--- src/rtl/pixel_readout_capture_if.sv ---
// Downstream pixel stream of the readout capture block.
// Valid/ready: a word transfers on any clock edge where Out_Valid and Out_Ready are both high;
// once Out_Valid is raised, Out_Data/Out_Last hold and Out_Valid stays high until that transfer.
interface pixel_readout_capture_if #(
    parameter int DATA_W = 8
);
    logic [DATA_W-1:0] Out_Data;
    logic              Out_Valid;
    logic              Out_Ready;
    logic              Out_Last;

    modport master (
        output Out_Data,
        output Out_Valid,
        output Out_Last,
        input  Out_Ready
    );

    modport slave (
        input  Out_Data,
        input  Out_Valid,
        input  Out_Last,
        output Out_Ready
    );
endinterface

--- src/rtl/pixel_readout_capture.sv ---
// Captures both column ADC words per row strobe of the 2x2 array, buffers the four-pixel frame
// and streams it out; flags readout sequences that break the row1 -> row2 -> drain order.
module pixel_readout_capture #(
    parameter int DATA_W = 8
) (
    input  logic                     Clk,
    input  logic                     Reset,
    input  logic                     NRE_1,
    input  logic                     NRE_2,
    input  logic                     ADC,
    input  logic                     Expose,
    input  logic                     Erase,
    input  logic [DATA_W-1:0]        Col0_Data,
    input  logic [DATA_W-1:0]        Col1_Data,
    pixel_readout_capture_if.master  out_if,
    output logic                     Frame_Done,
    output logic                     Seq_Err,
    output logic                     Busy,
    output logic [1:0]               dbg_state_o
);

    typedef enum logic [1:0] {
        S_IDLE   = 2'd0,
        S_ROW1   = 2'd1,
        S_STREAM = 2'd2
    } state_t;

    state_t            state_q;
    logic              adc_q;
    logic              expose_q;
    logic [DATA_W-1:0] p_q [4];
    logic [1:0]        idx_q;
    logic [DATA_W-1:0] out_data_q;
    logic              out_valid_q;
    logic              out_last_q;
    logic              frame_done_q;
    logic              seq_err_q;
    logic              busy_q;

    logic adc_rise;
    logic exp_rise;
    logic err_set;
    logic seq_err_d;

    assign adc_rise = ADC & ~adc_q;
    assign exp_rise = Expose & ~expose_q;

    // Any strobe that does not fit the row1 -> row2 order, or arrives while draining, is an error.
    always_comb begin
        err_set = 1'b0;
        if (adc_rise) begin
            case (state_q)
                S_IDLE:   err_set = ~(NRE_1 & ~NRE_2 & ~Erase);
                S_ROW1:   err_set = ~(NRE_2 & ~NRE_1);
                S_STREAM: err_set = 1'b1;
                default:  err_set = 1'b0;
            endcase
        end
    end

    // A new error in the same cycle as the Expose edge keeps the flag set.
    assign seq_err_d = err_set | (seq_err_q & ~exp_rise);

    always_ff @(posedge Clk or posedge Reset) begin
        if (Reset) begin
            state_q      <= S_IDLE;
            adc_q        <= 1'b0;
            expose_q     <= 1'b0;
            for (int i = 0; i < 4; i++) p_q[i] <= '0;
            idx_q        <= 2'd0;
            out_data_q   <= '0;
            out_valid_q  <= 1'b0;
            out_last_q   <= 1'b0;
            frame_done_q <= 1'b0;
            seq_err_q    <= 1'b0;
            busy_q       <= 1'b0;
        end else begin
            adc_q        <= ADC;
            expose_q     <= Expose;
            seq_err_q    <= seq_err_d;
            frame_done_q <= 1'b0;
            case (state_q)
                S_IDLE: begin
                    if (adc_rise && NRE_1 && !NRE_2 && !Erase) begin
                        p_q[0]  <= Col0_Data;
                        p_q[1]  <= Col1_Data;
                        state_q <= S_ROW1;
                        busy_q  <= 1'b1;
                    end
                end
                S_ROW1: begin
                    if (adc_rise) begin
                        if (NRE_2 && !NRE_1) begin
                            p_q[2]      <= Col0_Data;
                            p_q[3]      <= Col1_Data;
                            idx_q       <= 2'd0;
                            out_data_q  <= p_q[0];
                            out_valid_q <= 1'b1;
                            out_last_q  <= 1'b0;
                            state_q     <= S_STREAM;
                        end else begin
                            state_q <= S_IDLE;
                            busy_q  <= 1'b0;
                        end
                    end else if (Erase) begin
                        state_q <= S_IDLE;
                        busy_q  <= 1'b0;
                    end
                end
                S_STREAM: begin
                    // Erase and overrun strobes never disturb a frame that is draining.
                    if (out_valid_q && out_if.Out_Ready) begin
                        idx_q <= idx_q + 2'd1;
                        if (idx_q == 2'd3) begin
                            out_data_q   <= '0;
                            out_valid_q  <= 1'b0;
                            out_last_q   <= 1'b0;
                            frame_done_q <= 1'b1;
                            busy_q       <= 1'b0;
                            state_q      <= S_IDLE;
                        end else begin
                            out_data_q <= p_q[idx_q + 2'd1];
                            out_last_q <= (idx_q == 2'd2);
                        end
                    end
                end
                default: begin
                    state_q <= S_IDLE;
                    busy_q  <= 1'b0;
                end
            endcase
        end
    end

    assign out_if.Out_Data  = out_data_q;
    assign out_if.Out_Valid = out_valid_q;
    assign out_if.Out_Last  = out_last_q;
    assign Frame_Done       = frame_done_q;
    assign Seq_Err          = seq_err_q;
    assign Busy             = busy_q;
    assign dbg_state_o      = state_q;

endmodule

--- src/flat_wrapper.sv ---
// flat-port wrapper written by rule: the top's interface ports become plain ports
module pixel_readout_capture_flat 
#(
    parameter int DATA_W = 8
)
  (Clk, Reset, NRE_1, NRE_2, ADC, Expose, Erase, Col0_Data, Col1_Data, Frame_Done, Seq_Err, Busy, dbg_state_o, out_if_Out_Data, out_if_Out_Valid, out_if_Out_Last, out_if_Out_Ready);
  pixel_readout_capture_if #(.DATA_W(DATA_W)) out_if_i ();
  input  logic Clk;
  input  logic Reset;
  input  logic NRE_1;
  input  logic NRE_2;
  input  logic ADC;
  input  logic Expose;
  input  logic Erase;
  input  logic [DATA_W-1:0] Col0_Data;
  input  logic [DATA_W-1:0] Col1_Data;
  output logic Frame_Done;
  output logic Seq_Err;
  output logic Busy;
  output logic [1:0] dbg_state_o;
  output wire logic [$bits(out_if_i.Out_Data)-1:0] out_if_Out_Data;
  output wire logic [$bits(out_if_i.Out_Valid)-1:0] out_if_Out_Valid;
  output wire logic [$bits(out_if_i.Out_Last)-1:0] out_if_Out_Last;
  input wire logic [$bits(out_if_i.Out_Ready)-1:0] out_if_Out_Ready;
  assign out_if_Out_Data = out_if_i.Out_Data;
  assign out_if_Out_Valid = out_if_i.Out_Valid;
  assign out_if_Out_Last = out_if_i.Out_Last;
  assign out_if_i.Out_Ready = out_if_Out_Ready;
  pixel_readout_capture #(.DATA_W(DATA_W)) u_core (.Clk(Clk), .Reset(Reset), .NRE_1(NRE_1), .NRE_2(NRE_2), .ADC(ADC), .Expose(Expose), .Erase(Erase), .Col0_Data(Col0_Data), .Col1_Data(Col1_Data), .out_if(out_if_i), .Frame_Done(Frame_Done), .Seq_Err(Seq_Err), .Busy(Busy), .dbg_state_o(dbg_state_o));
endmodule
--- config.mk ---
export PLATFORM = sky130hd
export DESIGN_NAME = pixel_readout_capture_flat
export DESIGN_NICKNAME = d
export VERILOG_FILES = /design/src/rtl/pixel_readout_capture_if.sv /design/src/rtl/pixel_readout_capture.sv /design/src/flat_wrapper.sv
export SDC_FILE = /design/constraint.sdc
export NUM_CORES = 1
export LEC_CHECK = 0
export ABC_AREA = 1
export CORE_MARGIN = 2
export CORE_UTILIZATION = 34
export CTS_CLUSTER_DIAMETER = 30
export DETAILED_ROUTE_END_ITERATION = 8
export PLACE_DENSITY_LB_ADDON = 0.15
export SETUP_SLACK_MARGIN = 0.15
export SYNTH_ARGS = -nofsm -noshare
export SYNTH_HDL_FRONTEND = slang
export SYNTH_SLANG_ARGS = --single-unit
--- constraint.sdc ---
create_clock -name Clk -period 1.9 [get_ports Clk]
set_input_delay 0.19 -clock Clk [delete_from_list [all_inputs] [get_ports Clk]]
set_output_delay 0.19 -clock Clk [all_outputs]
set_load 0.05 [all_outputs]
==> implementation parameters <==
Parameter                              Value

Run status
  Status    completed

Synthesis
  Multiplexer share of the synthesized area    0
  Fraction of the mapped netlist area in simple logic gates    0.289
  Synth Register Bits    51
  Cell types with the highest counts after synthesis    sky130_fd_sc_hd__nand2_1, sky130_fd_sc_hd__inv_1, sky130_fd_sc_hd__dfrtp_1
  Post-synth net total    360
  Library cells used by synthesis    19
  Sequential fraction of the synthesis area    0.490
  Leading cell type by number of instances after synthesis    sky130_fd_sc_hd__nand2_1
  Compound-cell area share of the yosys netlist    0.0869
  Post-Syn Area    2600 sq um
  Number of flops mapped to enable cells by yosys    0
  FFs w/ async S/R, synth    1.00
  Share of synthesized cell area in full adder, half adder and majority cells    0.00961
  Largest family of logic cells by synthesized area    simple AND/OR/NAND/NOR gates
  Post-synthesis cell count    334
  Cell type with the highest aggregate area in the netlist    sky130_fd_sc_hd__dfrtp_1
  Ranking of synthesized cells by area    sky130_fd_sc_hd__dfrtp_1, sky130_fd_sc_hd__nand2_1, sky130_fd_sc_hd__inv_1
  Xor/xnor share of the synthesized area    0
  Post-synthesis average cell area    7.80 sq um
  Area share of the largest cell type after synthesis    0.490
  Ys Warns    0
  Top_reg_cell synth    sky130_fd_sc_hd__dfrtp_1

Timing
  Worst-case headroom to the max-slew limit    0.661
  Slew @ Worst Pin    508 ps
  Time the worst path needs with I/O delays and setup    1670 ps
  Final clock skew    4.63 ps
  RSZ-0062 raised after global routing    false
  Crit share post-route    0.877
  Final number of max-transition violations    0
  Number of failing setup endpoints in the final timing report    0
  Setup tns final    0 ps
  Maximum clock rate    0.600 GHz
  Hold Fails Final Rpt    0

Place
  Final GP Congestion    0.790
  Half-perimeter wire length after detailed placement    3650 microns
  I/O Buffers    38

Global routing
  Pin count of the biggest net entering global routing    52
  GRT Resource Usage Total    0.142
  Total gr overflow    0
  First-pass GRT wire length    9630 microns
  Via count of the first global-routing pass    2032
  Number of antenna violations at the first check in global routing    0

Route
  Length of the first detailed-routing pass in iterations    4
  Vias per std cell    4.32
  Routed WL per cell    11.4 microns
  Iteration-0 DRC Markers    103
  Total number of vias    2042
  Remaining DRCs    0
  Number of nets with antenna violations after detailed routing    0
  Detailed-route wire length    5400 microns

Cells and area
  P&R area growth vs syn    21.7%
  Total number of nets in the final design    399
  Number of antenna cells inserted    0
  Final design utilization    0.432
  Fill cell instance count of the final layout    745
  Layout cells sized above 1    0.0963

Power
  Largest voltage drop on the vdd net    0.436 mV
  Power per standard cell area    963 nW/um^2
  Switching Power    1.13 mW
  Reported leakage power    1.70 nW
  Final Total Pwr    3.05 mW
  Switching power share of the total    0.371
  Portion of total power attributed to the clock network    0.201
  Internal power    1.92 mW
  Proportion of power drawn by combinational gates    0.358
  Sequential power share    0.442

Clocking
  Number of buffers on the longest clock path    2
  Clk Latency, worst-skew pair    310 ps
  TritonCTS clock tree    done
  Library cell used as clock root buffer    sky130_fd_sc_hd__clkbuf_8
  Number of setup buffers added after CTS    0
  H-Tree Depth    2
  CTS Buf Count    5
  # clock sinks    51
  Number of hold buffers added after CTS    0
  Clock transition time at the flip-flop clock pins of the worst setup and hold paths    90 ps

Hold path
  Path category of the worst min-delay check    in2async

Critical path
  Category of the worst setup path capture point    primary output
  Data required time of the worst path    1710 ps
  Family with the most delay on the worst path    buffers and inverters
  Start-to-end type of the worst setup path    reg2out
  Maximum cell stage delay along the critical path    810 ps
  Buf/Inv on CP    1
  Startpoint kind of the worst setup timing path    register
  Critical path data arrival time    1480 ps
  Critical path, cell by cell    clkdlybuf4s50_1
  Critical Path Slowest Stage Cell    sky130_fd_sc_hd__clkdlybuf4s50_1
  Setup slack of the worst register-to-register path    340 ps
  Worst-path fanout max    2

Flow run
  Max Cap Violations    0

Die
  Overall die area    8380 sq um
  Die boundary width    91.5 microns
  Starting density of the core    0.355
  Overall die height    91.5 microns
  Rows    31
  I/O pin total    39
  Core region area    7330 sq um
[timing repair]
| item | CTS | global route |
|---|---|---|
| gates resized for setup | 1 | 3 |
| setup endpoints to repair | 1 | 3 |
| hold endpoints to repair | 0 | 0 |
[state kept, by name, indices dropped and copies added (netlist names)]
register / cells
u_core.p_q: 32
u_core.out_if.Out_Data: 8
u_core.dbg_state_o: 2
u_core.idx_q: 2
u_core.Busy: 1
u_core.Frame_Done: 1
u_core.Seq_Err: 1
u_core.adc_q: 1
u_core.expose_q: 1
u_core.out_if.Out_Last: 1
u_core.out_if.Out_Valid: 1
[cells by family after synthesis]
| family | count (synthesis) |
|---|---|
| AND/OR/NAND/NOR | 171 |
| buffers and inverters | 73 |
| flip-flops | 51 |
| AO/OA/AOI/OAI | 37 |
| adder cells (fa/ha/maj) | 2 |
[per-stage QoR]
stage	hold slack (ps)	cells	cell area, sq um	setup slack, ps
global route	289	473	3170	176
detailed placement	468	465	3080	246
global placement	468	465	3080	291
finish	243	473	3170	233
CTS	267	473	3160	160
floorplan	221	334	2610	164
[placed cells by master, fill, tap and decap left out, types with 2 or more instances in the layout]
cell type / netlist / layout
sky130_fd_sc_hd__buf_4: 2 / 7
sky130_fd_sc_hd__clkbuf_1: 0 / 2
sky130_fd_sc_hd__clkbuf_8: 0 / 5
sky130_fd_sc_hd__clkdlybuf4s50_1: 0 / 35
sky130_fd_sc_hd__dfrtp_1: 51 / 51
sky130_fd_sc_hd__dlymetal6s2s_1: 0 / 2
sky130_fd_sc_hd__ha_1: 2 / 2
sky130_fd_sc_hd__inv_1: 57 / 56
sky130_fd_sc_hd__nand2_1: 123 / 123
sky130_fd_sc_hd__nand3_1: 35 / 35
sky130_fd_sc_hd__nor2_1: 5 / 5
sky130_fd_sc_hd__nor2_4: 4 / 4
sky130_fd_sc_hd__o21ai_0: 5 / 5
sky130_fd_sc_hd__o21ai_1: 21 / 21
sky130_fd_sc_hd__o21ai_2: 11 / 11
[per-layer routing]
metal,global-route usage,wire [microns],vias up
met4,0.0379,65,0
met5,0,0,-
met3,0.0257,178,7
met2,0.233,2400,34
li1,-,-,1095
met1,0.192,2760,906
[area by class of cell]
class,instances,area (sq um),area share
Timing Repair Buffer,46,457,0.144
Tap cell,99,124,0.0391
Multi-Input combinational cell,210,1000,0.317
Clock inverter,1,5.00,0.00158
Clock buffer,7,76.3,0.0241
Inverter,59,228,0.0718
Sequential cell,51,1280,0.403
[final timing paths]
kind / cells after the start / end / from
worst max-delay path: 1 / out_if_Out_Data[7] / u_core.out_if.Out_Data[7]
worst min-delay path: 3 / u_core.dbg_state_o[1] / Reset
worst max register to register: 9 / u_core.out_if.Out_Data[6] / u_core.idx_q[0]
worst min register to register: 2 / u_core.Busy / u_core.Busy
max in group asynchronous: 3 / u_core.p_q[23] / Reset
min in group Clk: 1 / u_core.adc_q / ADC
[power groups by stage]
stage          Clock (mW)  Sequential, mW  Combinational, mW
2_1_floorplan           0            1.50              0.643
3_3_place_gp            0            1.37               1.09
3_5_place_dp            0            1.37               1.09
4_1_cts             0.642            1.35               1.10
5_1_grt             0.673            1.37               1.25
6_report            0.613            1.35               1.09
[tightest hold or removal path, stage by stage]
cell and delay [ps]:
sky130_fd_sc_hd__clkdlybuf4s50_1 420, sky130_fd_sc_hd__inv_2 70, sky130_fd_sc_hd__buf_12 250
Power figures use the tool's default switching activity.
